--- src/rtl/tdc_pkg.sv ---
// Shared constants, event-word layout and pairing FSM state type
// for the TDC time-over-threshold readout stages.
package tdc_pkg;

    localparam int FINE_BINS   = 110;
    localparam int COARSE_BINS = 32;
    localparam int CODE_PERIOD = FINE_BINS * COARSE_BINS;

    // Event word layout: {code_err, orphan, toa[11:0], tot[11:0]}
    localparam int TOT_LSB    = 0;
    localparam int TOA_LSB    = 12;
    localparam int ORPHAN_BIT = 24;
    localparam int ERR_BIT    = 25;
    localparam int EVENT_W    = 26;

    typedef enum logic [0:0] {
        IDLE       = 1'b0,
        WAIT_TRAIL = 1'b1
    } pair_state_t;

endpackage

--- src/rtl/tdc_sync_fifo.sv ---
// Synchronous first-word fall-through FIFO with occupancy count.
// A pop on a full FIFO frees the slot a same-cycle push needs.
module tdc_sync_fifo #(
    parameter  int WIDTH = 26,
    parameter  int DEPTH = 8,
    localparam int AW    = $clog2(DEPTH)
) (
    input  logic             clk,
    input  logic             rst_n,
    input  logic             push,
    input  logic [WIDTH-1:0] wdata,
    input  logic             pop,
    output logic [WIDTH-1:0] rdata,
    output logic             full,
    output logic             empty,
    output logic [AW:0]      count
);

    logic [WIDTH-1:0] mem [DEPTH];
    logic [AW-1:0]    wr_ptr;
    logic [AW-1:0]    rd_ptr;
    logic [AW:0]      cnt;
    logic             do_push;
    logic             do_pop;

    assign full    = (cnt == (AW+1)'(DEPTH));
    assign empty   = (cnt == '0);
    assign do_pop  = pop && !empty;
    assign do_push = push && (!full || do_pop);
    assign count   = cnt;
    // Empty FIFO presents zero so the head never shows stale storage.
    assign rdata   = empty ? '0 : mem[rd_ptr];

    // Storage write; contents need no reset since reads are gated by empty.
    always_ff @(posedge clk) begin
        if (do_push) begin
            mem[wr_ptr] <= wdata;
        end
    end

    // Pointer and occupancy bookkeeping.
    always_ff @(posedge clk or negedge rst_n) begin
        if (!rst_n) begin
            wr_ptr <= '0;
            rd_ptr <= '0;
            cnt    <= '0;
        end else begin
            if (do_push) wr_ptr <= wr_ptr + AW'(1);
            if (do_pop)  rd_ptr <= rd_ptr + AW'(1);
            case ({do_push, do_pop})
                2'b10:   cnt <= cnt + (AW+1)'(1);
                2'b01:   cnt <= cnt - (AW+1)'(1);
                default: cnt <= cnt;
            endcase
        end
    end

endmodule

--- src/rtl/tdc_tot_buffer.sv ---
// Pairs leading/trailing TDC codes into TOA/TOT events, flags orphan
// edges and out-of-range codes, and buffers events for readout.
module tdc_tot_buffer #(
    parameter int CODE_W      = 12,
    parameter int CODE_PERIOD = tdc_pkg::CODE_PERIOD,
    parameter int FIFO_DEPTH  = 8,
    parameter int TIMEOUT_CYC = 64
) (
    input  logic                        clk,
    input  logic                        rst_n,
    input  logic                        lead_valid,
    input  logic [CODE_W-1:0]           lead_code,
    input  logic                        trail_valid,
    input  logic [CODE_W-1:0]           trail_code,
    output logic                        out_valid,
    input  logic                        out_ready,
    output logic [tdc_pkg::EVENT_W-1:0] out_data,
    output logic [3:0]                  fifo_count,
    output logic [7:0]                  drop_cnt,
    output logic [7:0]                  stray_cnt
);

    import tdc_pkg::*;

    localparam int TMR_W = $clog2(TIMEOUT_CYC);
    localparam logic [CODE_W-1:0]        PERIOD_U = CODE_W'(CODE_PERIOD);
    localparam logic signed [CODE_W:0]   PERIOD_S = (CODE_W+1)'(CODE_PERIOD);
    localparam logic [TMR_W-1:0]         TMR_LAST = TMR_W'(TIMEOUT_CYC - 1);

    // Trail minus lead, folded back into one TDC period.
    function automatic logic [CODE_W-1:0] wrap_tot(input logic [CODE_W-1:0] trail,
                                                   input logic [CODE_W-1:0] lead);
        logic signed [CODE_W:0] diff;
        logic signed [CODE_W:0] folded;
        diff   = $signed({1'b0, trail}) - $signed({1'b0, lead});
        folded = (diff < 0) ? diff + PERIOD_S : diff;
        return folded[CODE_W-1:0];
    endfunction

    // Event counters stick at full scale rather than wrapping.
    function automatic logic [7:0] sat_inc(input logic [7:0] c);
        return (c == 8'hFF) ? c : c + 8'd1;
    endfunction

    pair_state_t          state;
    pair_state_t          state_nxt;
    logic [TMR_W-1:0]     timer;
    logic [CODE_W-1:0]    toa_reg;

    logic                 latch_lead;
    logic                 timer_clr;
    logic                 timer_inc;
    logic                 close_ev;
    logic                 close_orphan;
    logic                 stray;

    logic                 lead_err;
    logic                 trail_err;
    logic [EVENT_W-1:0]   ev_word;
    logic [EVENT_W-1:0]   ev_p1;
    logic                 vld_p1;

    logic                 fifo_full;
    logic                 fifo_empty;
    logic                 drop;

    // State register.
    always_ff @(posedge clk or negedge rst_n) begin
        if (!rst_n) state <= IDLE;
        else        state <= state_nxt;
    end

    // Pairing decisions: which edge opens, closes or is discarded this cycle.
    always_comb begin
        state_nxt    = state;
        latch_lead   = 1'b0;
        timer_clr    = 1'b0;
        timer_inc    = 1'b0;
        close_ev     = 1'b0;
        close_orphan = 1'b0;
        stray        = 1'b0;
        case (state)
            IDLE: begin
                if (trail_valid) stray = 1'b1;
                if (lead_valid) begin
                    latch_lead = 1'b1;
                    timer_clr  = 1'b1;
                    state_nxt  = WAIT_TRAIL;
                end
            end
            WAIT_TRAIL: begin
                if (trail_valid) begin
                    close_ev = 1'b1;
                    if (lead_valid) begin
                        latch_lead = 1'b1;
                        timer_clr  = 1'b1;
                    end else begin
                        state_nxt = IDLE;
                    end
                end else if (lead_valid) begin
                    close_ev     = 1'b1;
                    close_orphan = 1'b1;
                    latch_lead   = 1'b1;
                    timer_clr    = 1'b1;
                end else if (timer == TMR_LAST) begin
                    close_ev     = 1'b1;
                    close_orphan = 1'b1;
                    state_nxt    = IDLE;
                end else begin
                    timer_inc = 1'b1;
                end
            end
            default: state_nxt = IDLE;
        endcase
    end

    // Trailing-edge timeout counter.
    always_ff @(posedge clk or negedge rst_n) begin
        if (!rst_n)         timer <= '0;
        else if (timer_clr) timer <= '0;
        else if (timer_inc) timer <= timer + TMR_W'(1);
    end

    // Open event's leading code.
    always_ff @(posedge clk) begin
        if (latch_lead) toa_reg <= lead_code;
    end

    assign lead_err  = (toa_reg >= PERIOD_U);
    assign trail_err = (trail_code >= PERIOD_U);

    // Event word for whatever closes this cycle.
    always_comb begin
        ev_word = '0;
        ev_word[TOA_LSB +: CODE_W] = toa_reg;
        ev_word[ORPHAN_BIT]        = close_orphan;
        if (close_orphan) begin
            ev_word[ERR_BIT] = lead_err;
        end else begin
            ev_word[ERR_BIT] = lead_err || trail_err;
            if (!(lead_err || trail_err)) begin
                ev_word[TOT_LSB +: CODE_W] = wrap_tot(trail_code, toa_reg);
            end
        end
    end

    // ---- stage p1: registered event word heading into the FIFO ----
    always_ff @(posedge clk) begin
        if (close_ev) ev_p1 <= ev_word;
    end

    always_ff @(posedge clk or negedge rst_n) begin
        if (!rst_n) vld_p1 <= 1'b0;
        else        vld_p1 <= close_ev;
    end

    tdc_sync_fifo #(
        .WIDTH (EVENT_W),
        .DEPTH (FIFO_DEPTH)
    ) u_fifo (
        .clk   (clk),
        .rst_n (rst_n),
        .push  (vld_p1),
        .wdata (ev_p1),
        .pop   (out_ready),
        .rdata (out_data),
        .full  (fifo_full),
        .empty (fifo_empty),
        .count (fifo_count)
    );

    assign out_valid = !fifo_empty;
    assign drop      = vld_p1 && fifo_full && !(out_valid && out_ready);

    // Drop and stray event counters.
    always_ff @(posedge clk or negedge rst_n) begin
        if (!rst_n) begin
            drop_cnt  <= '0;
            stray_cnt <= '0;
        end else begin
            if (drop)  drop_cnt  <= sat_inc(drop_cnt);
            if (stray) stray_cnt <= sat_inc(stray_cnt);
        end
    end

endmodule

--- config.mk ---
export PLATFORM = sky130hd
export DESIGN_NAME = tdc_tot_buffer
export DESIGN_NICKNAME = d
export VERILOG_FILES = /design/src/rtl/tdc_pkg.sv /design/src/rtl/tdc_sync_fifo.sv /design/src/rtl/tdc_tot_buffer.sv
export SDC_FILE = /design/constraint.sdc
export NUM_CORES = 1
export LEC_CHECK = 0
export ABC_AREA = 1
export CAP_MARGIN = 20
export CELL_PAD_IN_SITES_DETAIL_PLACEMENT = 1
export CELL_PAD_IN_SITES_GLOBAL_PLACEMENT = 1
export CORE_UTILIZATION = 52
export CTS_CLUSTER_DIAMETER = 50
export DETAILED_ROUTE_END_ITERATION = 10
export PLACE_DENSITY = 0.92
export SLEW_MARGIN = 20
export SYNTH_ARGS = -nofsm -noshare
export SYNTH_HDL_FRONTEND = slang
export SYNTH_SLANG_ARGS = --single-unit
--- constraint.sdc ---
create_clock -name clk -period 8.4 [get_ports clk]
set_clock_uncertainty 0.2 [all_clocks]
set_input_delay 1.68 -clock clk [delete_from_list [all_inputs] [get_ports clk]]
set_output_delay 1.68 -clock clk [all_outputs]
set_load 0.02 [all_outputs]
* After elaboration in Yosys (flattened, before gate mapping)
Memory sizes are Yosys's and may differ from the RTL's. Cells that the tools add are included.
Cells by class: reductions and logical operators 15, shift-type cells 0, div/mod/pow operators 0, equality and inequality tests 6, bitwise logic cells 3, multiplexer cells 24, add/subtract/negate cells 9, multiply operators 0, $lt $le $gt $ge 3
Operators by type and width (count):
- 26-bit two-way mux | 1
- 12-bit >= comparator, second input constant | 2
- 1-bit two-way mux | 18
- 8-bit by 1-bit adder with 8-bit output, second input constant | 2
- 8-bit equality test, second input constant | 2
- 13-bit by 1-bit < comparator with 1-bit output, second input constant | 1
- 12-bit by 12-bit subtractor with 13-bit output | 1
- 12-bit by 11-bit adder with 12-bit output, second input constant | 1
- 12-bit two-way mux | 1
- 6-bit two-way mux | 2
- 4-bit one-hot mux with 2 select lines | 1
- 3-bit by 1-bit adder with 3-bit output, second input constant | 2
- 6-bit by 1-bit adder with 6-bit output, second input constant | 1
- 6-bit equality test, second input constant | 1
- 4-bit by 1-bit adder with 4-bit output, second input constant | 1
- 4-bit equality test, second input constant | 1
- 1-bit logical AND | 4
- 4-bit logical NOT | 1
- 2-bit AND reduction | 2
- 2-bit nonzero test | 2
- 4-bit by 1-bit subtractor with 4-bit output, second input constant | 1
- 1-bit logical NOT | 3
- 1-bit NOT | 3
- 2-bit by 1-bit equality test with 1-bit output, second input constant | 1
- 4 further kinds | 5
Storage, ports and cells: ROM bits 0, memories kept 1, latch bits 0, output and inout port bits 47, memory bits (writable) 208, flip-flop bits (word level) 72
Memories:
- u_fifo.mem | words 8, bits a word 26, read ports 1, clocked after Yosys merged registers in 0, wr ports 1, RTL line tdc_sync_fifo.sv:19 | logic [WIDTH-1:0] mem [DEPTH];

* Longest topological paths before layout
word-level depth 7, depth in mapped cells 16, depth with buffers taken out 16

* Cells and area by module
A second synthesis with hierarchy kept.
Second synthesis, totals: cells, all modules 1050, area total of the unflattened synthesis 12055.3 um^2
Modules (own cells, without submodules):
- tdc_sync_fifo | cells an instance 721, times used 1, area an instance 8822.2 um^2, seq. area each 6496.2 um^2
- tdc_tot_buffer | cells an instance 329, times used 1, area an instance 3233.1 um^2, seq. area each 1741.7 um^2

* Least setup slack after synthesis
OpenSTA, ideal clock, no wires.
path type input to register, from input out_ready, to memory u_fifo.mem[0][0], enable pin, setup time 0.409 ns, stages on the path 5, arrival 3.436 ns, required time 7.791 ns, slack 4.355 ns, cell sequence nor3_2 > nor2_1 > inv_1 > or2_2 > nor2_1
Between the ends: cells in the longest elaborated chain, start to end 5
Ends and longest elaborated chain:
- from (decl) | RTL line tdc_tot_buffer.sv:16 | input logic out_ready,
- 1-bit logical AND | RTL line tdc_sync_fifo.sv:28 | assign do_pop = pop && !empty;
- 1-bit logical OR | RTL line tdc_sync_fifo.sv:29 | assign do_push = push && (!full || do_pop);
- 1-bit logical AND | RTL line tdc_sync_fifo.sv:29
- 1-bit two-way mux | RTL line tdc_sync_fifo.sv:36 | if (do_push) begin
- 1-bit two-way mux (not written as such) | RTL line tdc_sync_fifo.sv:37 | mem[wr_ptr] <= wdata;
- to (decl) | RTL line tdc_sync_fifo.sv:19
No other way between the ends.

* Worst setup path after layout
from register u_fifo.rd_ptr[0], to output out_data[9] (netlist name)
Between the ends: cells in the longest elaborated chain, start to end 2
Ends and longest elaborated chain:
- from (decl) | RTL line tdc_sync_fifo.sv:21 | logic [AW-1:0] rd_ptr;
- from (signal assigned) | RTL line tdc_sync_fifo.sv:49 | if (do_pop) rd_ptr <= rd_ptr + AW'(1);
- memory read 8 x 26 bit
- 26-bit two-way mux | RTL line tdc_sync_fifo.sv:32 | assign rdata = empty ? '0 : mem[rd_ptr];
- to (decl) | RTL line tdc_tot_buffer.sv:17 | output logic [tdc_pkg::EVENT_W-1:0] out_data,
No other way between the ends.

==> results by group <==
Run status
  • Status: completed

Clock network
  • Clk slew on worst S/H paths: 70 ps
  • Clk buf depth: 3
  • Latest clock arrival within the worst-skew pair: ~560 ps
  • Hold buffers post-CTS: 0
  • Post-CTS Setup Repair Bufs: 0
  • Clk sinks: 280
  • CTS H-tree depth: 1
  • CTS Buf Count: 30
  • CTS tree: yes
  • # resized after CTS: 0
  • Clk root buf: clkbuf_16

STA
  • Crit path setup slack, layout: 2480 ps
  • Crit path time final: about 5900 ps
  • Setup tns final: 0 ps
  • Worst-margin pin slew: 1060 ps
  • Rel. slew slack: a little under 30%
  • Final hold vios: 0
  • Final Cycle Share: about 70%
  • Maximum operating frequency: 169 MHz
  • Setup-failing EPs final: 0
  • RSZ-0062 raised after global routing: no
  • Final Max Tran Viols: 0

Critical path
  • CP startpoint: u_fifo.rd_ptr[0]$_DFFE_PN0N_
  • Critical path class: flop to output port
  • Type of origin of the critical path: flop
  • CP required: 6520 ps
  • CP Capture Type: output port
  • Worst Setup EP: out_data[9]
  • R2r endpoint: u_fifo.count[3]$_DFFE_PN0P_
  • CP arrival: 4040 ps
  • Reg2reg setup slack: 5200 ps
  • Reg2reg path depth: 14
  • Worst r2r src: u_fifo.count[0]$_DFFE_PN0P_
  • Crit-path max FO: 63

Finish
  • Layout cells sized above 1: about 8.6%
  • Area Overhead vs Synth: 17.4%
  • Post-route cell area: 0.0139 mm^2
  • Max FFs per register: around 210
  • N_diodes: 0
  • Nets: 1144

Drt
  • DRT Wirelength: ~36 mm
  • Vias per cell: a little over 6
  • First-pass iteration count of the detailed router: 5
  • Initial DRC Count: approximately 950
  • DRC errors left: 0
  • Routed wire per std cell: ~26 um
  • Post-DRT Antenna Nets: 0
  • Via count: 8672

Placed design
  • Post-detail-place hpwl: 20.4 mm
  • DP Area: roughly 0.013 mm^2
  • Setup Slack @ Placement: between 3000 and 4000 ps
  • Gpl congestion: 0.863
  • Port Buffers: between 70 and 80

Global route
  • Global route total overflow: 0
  • Largest net degree at the start of global routing: approximately 110
  • Vias in the first global route: just over 9k
  • Antenna violations before repair: 0
  • First-pass GRT wire length: 54.5 mm
  • GRT Overall Usage: a little under a third

Logic synthesis
  • Synth area leader: edfxtp_1
  • Syn Std Cell Area: about 0.012 mm^2
  • Yosys cell types: 39
  • Area contributors post-synth: edfxtp_1, dfrtp_1, nor2_1
  • Post-synth EDFFs: about 250
  • Post-Synthesis Cells: between 1k and 1.5k
  • Post-synthesis net count: roughly 1.1k
  • Async S/R FF share, synth: between 10% and 20%
  • Register area share after synthesis: a little over two thirds
  • Yosys top cell area share: a little over three fifths
  • Yosys warns: 0
  • #FFs+latches synth: 280
  • Synthesized area per cell: ~12 um^2
  • Primary FF master, synth: edfxtp_1

Pwr
  • Maximum vdd ir drop: between 150 and 200 uV
  • Cell area power density: about 370 mW/mm^2
  • P_leak: ~5.1 nW

Floorplanning
  • Die area: ~0.023 mm^2
  • Die width: around 150 um
  • Std-Cell Rows: between 50 and 60
  • Core area: approximately 0.022 mm^2
  • Starting Density: between 50 and 60%
  • DIE HEIGHT: 153 um
  • # IOs: between 70 and 80

Flow run
  • # Max-Cap Violations: 0

Min path
  • Worst hold path type: flop to flop
## critical path: stages (launching register included)
cell,delay (ps)
dfrtp_2,440
inv_2,770
buf_4,560
o21ai_0,220
o22ai_1,220
o21ai_0,160
a31oi_1,350
clkdlybuf4s50_1,680
## through the flow
| stage | power, mW | cells | util [%] | hold slack (ps) |
|---|---|---|---|---|
| 4_1_cts | 5.04 | 1394 | 62.8 | 269 |
| 3_3_place_gp | 3.56 | 1338 | 58.5 | 235 |
| 5_1_grt | 5.30 | 1396 | 63.0 | 284 |
| 3_5_place_dp | 3.70 | 1338 | 58.5 | 256 |
| 6_report | 5.11 | 1396 | 63.0 | 265 |
| 2_1_floorplan | 2.93 | 1009 | - | 226 |
## synth_stat cells (all sizes together) (3+ instances only)
cell type and instances:
xor2 11, nand4 6, a31oi 27, nand3 28, nor2 200, inv 76, a21oi 13, o22ai 26
nor3 6, o21ai 143, nand3b 3, or2 7, xnor2 9, ha 21, buf 16, edfxtp 246
clkbuf 25, dfrtp 34, nand2 99
## kinds of logic after synthesis
kind of cell / share of synthesized area, %
flops: 69.7
compound gates: 9.78
fa+ha+maj: 2.56
xor+xnor: 1.48
simple gates: 12.4
buf+inv: 3.93
mux: 0.0953
## layout by cell type (no fill, tap or decap), types with 15 or more instances in the layout
master and count:
a31oi_1 27, buf_4 15, clkbuf_16 31, clkdlybuf4s50_1 75
dfrtp_1 33, edfxtp_1 246, ha_1 21, inv_1 74
nand2_1 96, nand3_1 25, nor2_1 188, o21ai_0 140
o22ai_1 26
## how the worst min path moves through the flow
stage                          end                  from  depth (start not counted)  slack [ps]
4_1_cts        ev_p1[18]$_DFFE_PP_  toa_reg[6]$_DFFE_PP_                          0         270
5_1_grt        ev_p1[19]$_DFFE_PP_  toa_reg[7]$_DFFE_PP_                          0         280
2_1_floorplan  ev_p1[13]$_DFFE_PP_  toa_reg[1]$_DFFE_PP_                          0         230
6_report       ev_p1[18]$_DFFE_PP_  toa_reg[6]$_DFFE_PP_                          0         260
3_3_place_gp   ev_p1[17]$_DFFE_PP_  toa_reg[5]$_DFFE_PP_                          0         240
3_5_place_dp   ev_p1[18]$_DFFE_PP_  toa_reg[6]$_DFFE_PP_                          0         260
## area by class of cell
cell class	count	area (um^2)
repair buffers	92	906
well taps	280	350
fillers	2192	8160
clock inverters	22	165
inverters	78	293
clock buffers	34	787
flip-flops and latches	280	8240
multi-input cells	610	3130
## power by group
part / switching (mW) / internal [mW]
Combinational: 1.26 / 0.632
Clock: 0.586 / 0.712
Sequential: 0.139 / 1.78
Total: 1.99 / 3.12
## metal layers
| layer | track usage, % | share of wire, % | vias up |
|---|---|---|---|
| li1 | - | - | 3707 |
| met1 | 37.2 | 38 | 4338 |
| met2 | 54.4 | 52 | 499 |
| met3 | 4.95 | 6.4 | 128 |
| met4 | 15.2 | 4.1 | 0 |
| met5 | 0 | 0 | - |
Note: power is estimated with default switching activity, not from simulation.
